<file path="src/rtl/uart_prog_counter.sv">
// Runtime-programmable bit-period counter with a cascaded per-frame wrap counter.
// Optional sticky frame flag is built when UART_PROG_COUNTER_STICKY_EN is defined.
module uart_prog_counter #(
    parameter int WIDTH        = 16,
    parameter int DEFAULT_MOD  = 16,
    parameter int NUM_WRAPS    = 10,
    parameter int HOLD_ON_IDLE = 0,
    localparam int WRAP_W      = ($clog2(NUM_WRAPS) < 1) ? 1 : $clog2(NUM_WRAPS)
) (
    input  logic              clock,
    input  logic              reset,
    input  logic              ena,
    input  logic              clear,
    input  logic              mod_load,
    input  logic [WIDTH-1:0]  mod_value,
`ifdef UART_PROG_COUNTER_STICKY_EN
    input  logic              flag_clr,
    output logic              frame_flag,
`endif
    output logic [WIDTH-1:0]  count,
    output logic [WRAP_W-1:0] wraps,
    output logic              counting_done,
    output logic              half_done,
    output logic              frame_done
);

    localparam logic [WIDTH-1:0]  MOD_RESET = WIDTH'(DEFAULT_MOD);
    localparam logic [WIDTH-1:0]  MOD_ONE   = WIDTH'(1);
    localparam logic [WRAP_W-1:0] WRAP_LAST = WRAP_W'(NUM_WRAPS - 1);

    logic [WIDTH-1:0] mod_q;
    logic [WIDTH-1:0] term;
    logic [WIDTH-1:0] mid;
    logic             qual;
    logic             restart;

    // A modulus of 1 gives term = mid = 0, so both strobes fire every qualified cycle.
    always_comb begin
        term          = mod_q - MOD_ONE;
        mid           = term >> 1;
        restart       = clear | mod_load;
        qual          = ena & ~restart & ~reset;
        counting_done = qual & (count == term);
        half_done     = qual & (count == mid);
        frame_done    = counting_done & (wraps == WRAP_LAST);
    end

    always_ff @(posedge clock) begin
        if (reset) begin
            count <= '0;
            mod_q <= MOD_RESET;
        end else if (restart) begin
            count <= '0;
            if (mod_load) begin
                mod_q <= (mod_value == '0) ? MOD_ONE : mod_value;
            end
        end else if (ena) begin
            count <= (count == term) ? '0 : count + MOD_ONE;
        end else if (HOLD_ON_IDLE == 0) begin
            count <= '0;
        end
    end

    // The wrap counter only moves on terminal strobes, so idle cycles leave it alone.
    always_ff @(posedge clock) begin
        if (reset || restart) begin
            wraps <= '0;
        end else if (counting_done) begin
            wraps <= (wraps == WRAP_LAST) ? '0 : wraps + 1'b1;
        end
    end

`ifdef UART_PROG_COUNTER_STICKY_EN
    always_ff @(posedge clock) begin
        if (reset) begin
            frame_flag <= 1'b0;
        end else if (frame_done) begin
            frame_flag <= 1'b1;
        end else if (flag_clr) begin
            frame_flag <= 1'b0;
        end
    end
`endif

endmodule
</file>
<file path="config.mk">
export PLATFORM = sky130hd
export DESIGN_NAME = uart_prog_counter
export DESIGN_NICKNAME = d
export VERILOG_FILES = /design/src/rtl/uart_prog_counter.sv
export SDC_FILE = /design/constraint.sdc
export NUM_CORES = 1
export LEC_CHECK = 0
export ABC_AREA = 1
export CAP_MARGIN = 20
export CORE_MARGIN = 5
export CORE_UTILIZATION = 35
export CTS_BUF_LIST = sky130_fd_sc_hd__clkbuf_8
export DETAILED_ROUTE_END_ITERATION = 16
export GPL_TIMING_DRIVEN = 1
export PLACE_DENSITY = 0.64
export SKIP_CTS_REPAIR_TIMING = 1
export SLEW_MARGIN = 10
export SYNTH_ARGS = -nofsm -noshare
export SYNTH_HDL_FRONTEND = slang
export SYNTH_SLANG_ARGS = --single-unit
</file>
<file path="constraint.sdc">
create_clock -name clock -period 2.4 [get_ports clock]
set_input_delay 0.24 -clock clock [delete_from_list [all_inputs] [get_ports clock]]
set_output_delay 0.24 -clock clock [all_outputs]
set_load 0.02 [all_outputs]
</file>
Word-level counts from Yosys, hierarchy flattened
Index checks and enable logic that the tools add are counted.
Word-level totals
  word-level logic and storage cells: 24
  register bits: 36
  input port bits: 21
Cells by class
  bitwise gates (word level): 9
  add/subtract/negate cells: 3
  eq/ne operators: 3
  reductions and logical operators: 4
  mux-type cells: 2
Operator list (count)
  $add 16x1->16 const B: 1
  $eq 16x15->1: 1
  $eq 16x16->1: 1
  $logic_not 16->1: 1
  $mux 16: 1
  $sub 16x1->16 const B: 1
  $and 1x1->1: 5
  $add 4x1->4 const B: 1
  $eq 4x4->1 const B: 1
  $mux 4: 1
  $reduce_or 4->1: 1
  $not 1->1: 3
  $reduce_and 2->1: 1
  $logic_or 1x1->1: 1
  $or 1x1->1: 1

Logic depth before layout (Yosys ltp)
Gate-level depths: netlist of run 1.
  depth in word-level cells: 6
  gate-level depth with buffers: 15

Worst setup path before layout of run 1
OpenSTA, ideal clock, no wires.
  path kind: reg2out
  start: register mod_q[0]
  end: output port frame_done
  arrival: 1.827 ns
  path buffers: 0
  stages on the path, launching flop included: 12
  slack: 0.333 ns
  required time: 2.160 ns
  cell sequence: dfxtp_1 -> inv_1 -> ha_1 -> xor2_1 -> nand3_1 -> nor2_1 -> nand3_1 -> a31oi_1 -> nand3b_1 -> nor2_1 -> nand3_1 -> nor2_1
On the way
  word-level cells in the longest chain between the ends: 4
RTL lines
  start: declaration: line 31  | logic [WIDTH-1:0] mod_q;
  start signal: assignment: line 55  | mod_q <= (mod_value == '0) ? MOD_ONE : mod_value;
  $sub 16x1->16: line 39  | term = mod_q - MOD_ONE;
  $eq 16x16->1: line 43  | counting_done = qual & (count == term);
  $and 1x1->1: line 43
  $and 1x1->1: line 45  | frame_done = counting_done & (wraps == WRAP_LAST);
  end: declaration: line 24  | output logic frame_done
Every way passes these cells.

Worst setup path after layout of run 1
  start: register mod_q[1]
  end: output port half_done
On the way
  word-level cells in the longest chain between the ends: 3
RTL lines
  $sub 16x1->16: line 39
  $eq 16x15->1: line 44  | half_done = qual & (count == mid);
  $and 1x1->1: line 44
  end: declaration: line 23  | output logic half_done,
Every way passes these cells.

==> flow_summary.toml, run 1 <==
[run_status]
status = "complete, but fails checks"
violations = "negative setup slack"

[global_routing]
track_usage_pct = 17.1
gr-total-overflow = 0
grt_pass1_vias = 2979
antenna_found_initial = 0
grt_max_degree = 17
grt_first_pass_wirelength_um = 13600

[power_and_ir_drop]
p_leak_nw = 1.70
p_comb_share_pct = 30.0
p_switching_w = 0.000489
power_frac_seq_pct = 41.1
p_sw_share_pct = 31.6
total_power_w = 0.00155
pwr-share-clk_pct = 28.9
p_per_area_nw_per_um2 = 392
p_int_w = 0.00106
peakVddDrop_v = 0.000205

[synthesis]
synthFlopType = "dfxtp_1"
async_reset_ff_share_pct = 0
synth_edf_count = 0
synth_cell_types = 36
ys.warnings.count = 0
seq_area_frac_synth_pct = 26.8
syn_inst = 424
synth_fp_nets = 447
avgSynthCellArea_um2 = 6.35
netlist_area_um2 = 2690
ys_seq_elements = 36

[setup_path]
required_ns = 2.16
worstPathArrival_ns = 2.28
critPathMaxFanout = 7
critPathLaunchType = "flip-flop"
worst-setup-path-type = "reg2out"
end_kind = "output pin"

[sta]
period_needed_ns = 2.52
setup_violations = 2
fin_worst_skew_ns = 0.00514
finalCritPeriodShare_pct = 105
hold_viol_final = 0
fin_ws_ns = -0.122
rsz0062_at_grt = "true"
timing.fmax_mhz = 397
max_slew_margin_pct = 41.2
timing.final.max_slew_violations = 0
setup_tns_ns = -0.153
tightest_slew_ns = 0.871

[clock_network]
clock_sinks = 36
clk_pin_slew_ns = 0.07
cts_buffers = 5
cts_root_buf = "clkbuf_8"
cts_tree = "built"
insertion_delay_ns = 0.29
cts_buffer_depth = 2
htreeDepth = 2

[route]
route.vias.total = 3055
first_pass_iters = 4
drc = 0
drt_wl_total_um = 8220
drt_iter0_drc = 122
wl_per_cell_um = 13.0
drtAntennaViolNets = 0
viasPerCell = 4.82

[floorplan]
core-area_um2 = 7610
fp.dieArea_um2 = 9540
dieWidth_um = 97.7
dieHeight_um = 97.7
io_pins = 44
rows = 32
floorplan.initialDensity_pct = 35.4

[cells_and_area]
final_util_pct = 51.9
layout.nets = 554
area_growth_pct = 46.7
n_antenna_cell = 0
final_area_um2 = 3950
final_cells = 634
multi_input_area_um2 = 1880
fill_cells = 779
final_layout_size_suffix_gt1_share_pct = 26.9
seq_area_um2 = 726

[hold_path]
hold_class = "reg2reg"

[place]
place_inst = 619
place_congestion = 0.899
dp_hpwl_um = 6590
place_area_um2 = 3630
port_buffers = 43

[run]
maxCapViolCount = 0
[placed cells by master, fill, tap and decap left out, drive strengths merged]
cell type        n
clkinv           1
clkbuf           6
clkdlybuf4s50   40
nor3b            1
or2              1
a221oi           1
a31oi            2
buf             67
nor3            11
a41oi            1
a21oi           13
o211ai           1
nand3           61
dfxtp           36
a211oi           4
nor4             4
o21ai           18
ha               2
inv             58
nand4            9
xnor3            1
nand2          119
nor4b            1
xor2            14
nor2            57
nand3b           1
xnor2            2
[cell families (layout without fill, tap and decap cells)]
| logic type | after synthesis | in the layout | synth area share, % |
|---|---|---|---|
| and+or+nand+nor | 265 | 265 | 47.7 |
| adders and majority gates | 2 | 2 | 0.930 |
| DFF | 36 | 36 | 26.8 |
| xor gates and xnor gates | 17 | 17 | 6.04 |
| buffers and inverters | 64 | 172 | 9.53 |
| AOI/OAI and AO/OA | 40 | 40 | 8.97 |
[sequential cells by signal, indices dropped and copies added (netlist names)]
register,cells
count,16
mod_q,16
wraps,4
[power groups by stage]
stage	Clock (W)	Sequential, W	Combinational (W)
finish	0.000447	0.000635	0.000463
CTS	0.000464	0.000631	0.000406
global route	0.000485	0.000638	0.000512
global placement	0	0.000644	0.000397
detailed placement	0	0.000644	0.000403
floorplan	0	0.000646	0.000228
[final timing paths]
| path | start | end | slack [ns] | cells after the start |
|---|---|---|---|---|
| max | mod_q[1] | half_done | -0.12 | 12 |
| min reg2reg | mod_q[15] | mod_q[15] | 0.52 | 2 |
| min | mod_q[15] | mod_q[15] | 0.52 | 2 |
| max reg2reg | mod_q[1] | count[8] | 0.14 | 15 |
[layout make-up]
class / count / share of cell area (%)
clock buffer: 6 / 2.09
multi-input combinational: 324 / 47.5
timing repair buffer: 107 / 23.2
inverter: 57 / 5.42
sequential: 36 / 18.4
clock inverter: 2 / 0.190
tap: 102 / 3.23
[synthesized netlist by cell type (2+ instances only)]
cell | instances | share of area [%]
nand3_1 | 58 | 11
a21oi_1 | 8 | 1.5
dfxtp_1 | 36 | 27
xor2_1 | 14 | 4.6
nor4_1 | 3 | 0.70
nor2_2 | 12 | 2.8
nand2_2 | 9 | 2.1
nor2_1 | 40 | 5.6
a31oi_1 | 2 | 0.46
nand3_2 | 2 | 0.74
ha_1 | 2 | 0.93
xnor2_1 | 2 | 0.65
a211oi_1 | 4 | 1.1
clkbuf_1 | 6 | 0.84
nand4_1 | 9 | 2.1
inv_1 | 56 | 7.8
nor2_8 | 2 | 1.5
nor3_1 | 9 | 1.7
nor2_4 | 3 | 1.3
a21oi_2 | 5 | 1.6
nand2_1 | 110 | 15
o21ai_0 | 18 | 3.3
[per-layer routing]
| layer | up-vias | GRT usage, % | wire [µm] |
|---|---|---|---|
| li1 | 1592 | - | - |
| met1 | 1403 | 21.4 | 3680 |
| met2 | 46 | 30.2 | 4130 |
| met3 | 14 | 3.09 | 250 |
| met4 | 0 | 4.47 | 158 |
| met5 | - | 0 | 0 |
[worst max-delay path: stages, from the launching register on]
cell	delay [ns]
dfxtp_2	0.33
buf_4	0.13
nor2_4	0.14
nand2_8	0.09
nor2_8	0.14
buf_4	0.13
nand2_1	0.09
nand2_1	0.10
xor2_1	0.09
nor3_2	0.26
nand4_1	0.16
nor2_1	0.16
buf_4	0.16
[stage by stage]
step	hold slack, ns	setup slack, ns
6_report	0.515	-0.122
5_1_grt	0.544	-0.229
4_1_cts	0.520	-0.653
3_5_place_dp	0.510	-0.329
3_3_place_gp	0.500	-0.343
2_1_floorplan	0.318	0.333
(Power assumes the default switching activity.)
==> inputs of run 2 (changes only) <==
--- a/config.mk
+++ b/config.mk
@@ -7,12 +7,12 @@
 export LEC_CHECK = 0
 export ABC_AREA = 1
 export CAP_MARGIN = 20
-export CORE_MARGIN = 5
 export CORE_UTILIZATION = 35
 export CTS_BUF_LIST = sky130_fd_sc_hd__clkbuf_8
 export DETAILED_ROUTE_END_ITERATION = 16
 export GPL_TIMING_DRIVEN = 1
-export PLACE_DENSITY = 0.64
+export PLACE_DENSITY = 0.66
+export SETUP_SLACK_MARGIN = 0.5
 export SKIP_CTS_REPAIR_TIMING = 1
 export SLEW_MARGIN = 10
 export SYNTH_ARGS = -nofsm -noshare
==> constraint.sdc (replaced) <==
create_clock -name clock -period 2 [get_ports clock]
set_input_delay 0.2 -clock clock [delete_from_list [all_inputs] [get_ports clock]]
set_output_delay 0.2 -clock clock [all_outputs]
set_load 0.02 [all_outputs]
==> run 2 against run 1 <==
The flow still finishes with violations (negative setup slack); die area decreased by 16%; global-route usage increased by 4.5 points; via count increased by 6.3%; first-iteration DRC count increased by 13%; largest cell class unchanged; highest routed layer unchanged; non-clock buffer count increased by 34; sequential power increased by 20%; clock power increased by 13%.
==> flow_summary.toml, run 2 (synthesis gave the netlist of run 1 again) <==
[global_routing]
track_usage_pct = 21.6
grt_first_pass_wirelength_um = 13300
gr-total-overflow = 0
grt_pass1_vias = 2979
grt_max_degree = 17
antenna_found_initial = 0

[setup_path]
critPathMaxFanout = 7
end_kind = "output pin"
required_ns = 1.80
reg2reg_to = "count[4]"
ff2ff_path_depth = 14
worstPathArrival_ns = 2.16
critPathLaunchType = "flip-flop"
ff2ff_setup_slack_ns = -0.08
worst-setup-path-type = "reg2out"
timing.rr.start = "mod_q[4]"

[sta]
fin_ws_ns = -0.362
rsz0062_at_grt = "true"
hold_viol_final = 0
timing.final.max_slew_violations = 0
tightest_slew_ns = 0.478
setup_violations = 17
fin_worst_skew_ns = 0.00681
max_slew_margin_pct = 68.0
timing.fmax_mhz = 423
finalCritPeriodShare_pct = 118
period_needed_ns = 2.36

[cells_and_area]
final_layout_size_suffix_gt1_share_pct = 35.4
final_util_pct = 59.9
n_antenna_cell = 0
area_growth_pct = 63.1
biggestRegsByFlops = "count: 16 flops, mod_q: 16 flops, wraps: 4 flops"
most-common-layout-cells = "103 x nand2_1, 92 x buf_4, 55 x inv_1"
final_common_cell = "nand2_1"
final_cells = 666
final_area_um2 = 4390
layout.nets = 589

[clock_network]
htreeDepth = 2
insertion_delay_ns = 0.29
clk_pin_slew_ns = 0.08
cts_root_buf = "clkbuf_8"
clock_sinks = 36
cts_buffers = 5
cts_tree = "built"
cts_buffer_depth = 2

[floorplan]
floorplan.initialDensity_pct = 36.7
core-area_um2 = 7330
rows = 31
fp.dieArea_um2 = 8040
io_pins = 44
dieWidth_um = 89.7
dieHeight_um = 89.7

[place]
dp_hpwl_um = 6790
place_area_um2 = 3990
place_congestion = 0.870
dp_slack_ns = -0.725
place_inst = 647
port_buffers = 43

[power_and_ir_drop]
pwr-share-clk_pct = 27.7
peakVddDrop_v = 0.000319
power_frac_seq_pct = 41.6
p_per_area_nw_per_um2 = 417
p_int_w = 0.00123
p_sw_share_pct = 32.8
p_switching_w = 0.000600
p_comb_share_pct = 30.7
p_leak_nw = 2.28

[route]
drtAntennaViolNets = 0
drc = 0
route.vias.total = 3248
drt_iter0_drc = 138
wl_per_cell_um = 12.8
drt_wl_total_um = 8550
viasPerCell = 4.88
first_pass_iters = 4

[hold_path]
hold_class = "in2reg"
hold_path_depth = 3
hold_path_end = "mod_q[5]"
min_from = "mod_value[5]"

[run_status]
status = "complete, but fails checks"
violations = "negative setup slack"

[run]
maxCapViolCount = 0
[run 2: changes by cell type in the layout (fill, tap and decap cells not counted), sizes merged]
cell,delta
clkdlybuf4s50,-20
buf,+34
clkinv,+1
dlymetal6s2s,+20
nand3,+1
clkbuf,-1
[run 2: power groups by stage]
stage	combinational, W	sequential, W	clock (W)
final	0.000561	0.000762	0.000506
after global routing	0.000616	0.000765	0.000545
after CTS	0.000508	0.000757	0.000517
after detailed placement	0.000505	0.000773	0
after global placement	0.000498	0.000772	0
after floorplan	0.000286	0.000775	0
[run 2: worst max path at each step]
| stage | to | cells after the start | slack [ns] | startpoint |
|---|---|---|---|---|
| after floorplan | frame_done | 11 | 0.12 | mod_q[0] |
| after global placement | half_done | 11 | -0.72 | mod_q[5] |
| after detailed placement | half_done | 11 | -0.72 | mod_load |
| after CTS | half_done | 13 | -0.94 | mod_q[0] |
| after global routing | frame_done | 12 | -0.50 | mod_q[1] |
| final | half_done | 11 | -0.36 | mod_q[4] |
[run 2: layout make-up]
cell class	count	area (µm²)
Multi-Input combinational cell	325	1980
Timing Repair Buffer	141	1250
Sequential cell	36	743
Clock buffer	5	68.8
Clock inverter	3	11.3
Tap cell	99	124
Inverter	57	214
Fill cell	677	2940
[run 2: worst max-delay path, cell delays in order (launching register included)]
cell and delay, ns:
dfxtp_4 0.37, nor2_4 0.15, nand2_4 0.09, nor2_8 0.19
nand2_1 0.09, nand2_1 0.09, nand2_1 0.06, xor2_1 0.16
nor3_2 0.21, nand4_1 0.20, nor2_4 0.11, buf_4 0.14
[run 2: through the flow]
step	power, W	setup TNS, ns	hold WS (ns)
floorplan	0.00106	0	0.271
global placement	0.00127	-3.06	0.502
detailed placement	0.00128	-3.58	0.511
CTS	0.00178	-4.79	0.516
global route	0.00193	-4.19	0.544
finish	0.00183	-1.90	0.509
[run 2: per-layer routing]
metal / part of all wire (%) / routed length, µm / track usage (%)
met3: 3.2 / 270 / 4.11
met4: 1.1 / 91 / 4.04
met5: 0 / 0 / 0
met2: 51 / 4330 / 39.0
met1: 45 / 3860 / 26.9
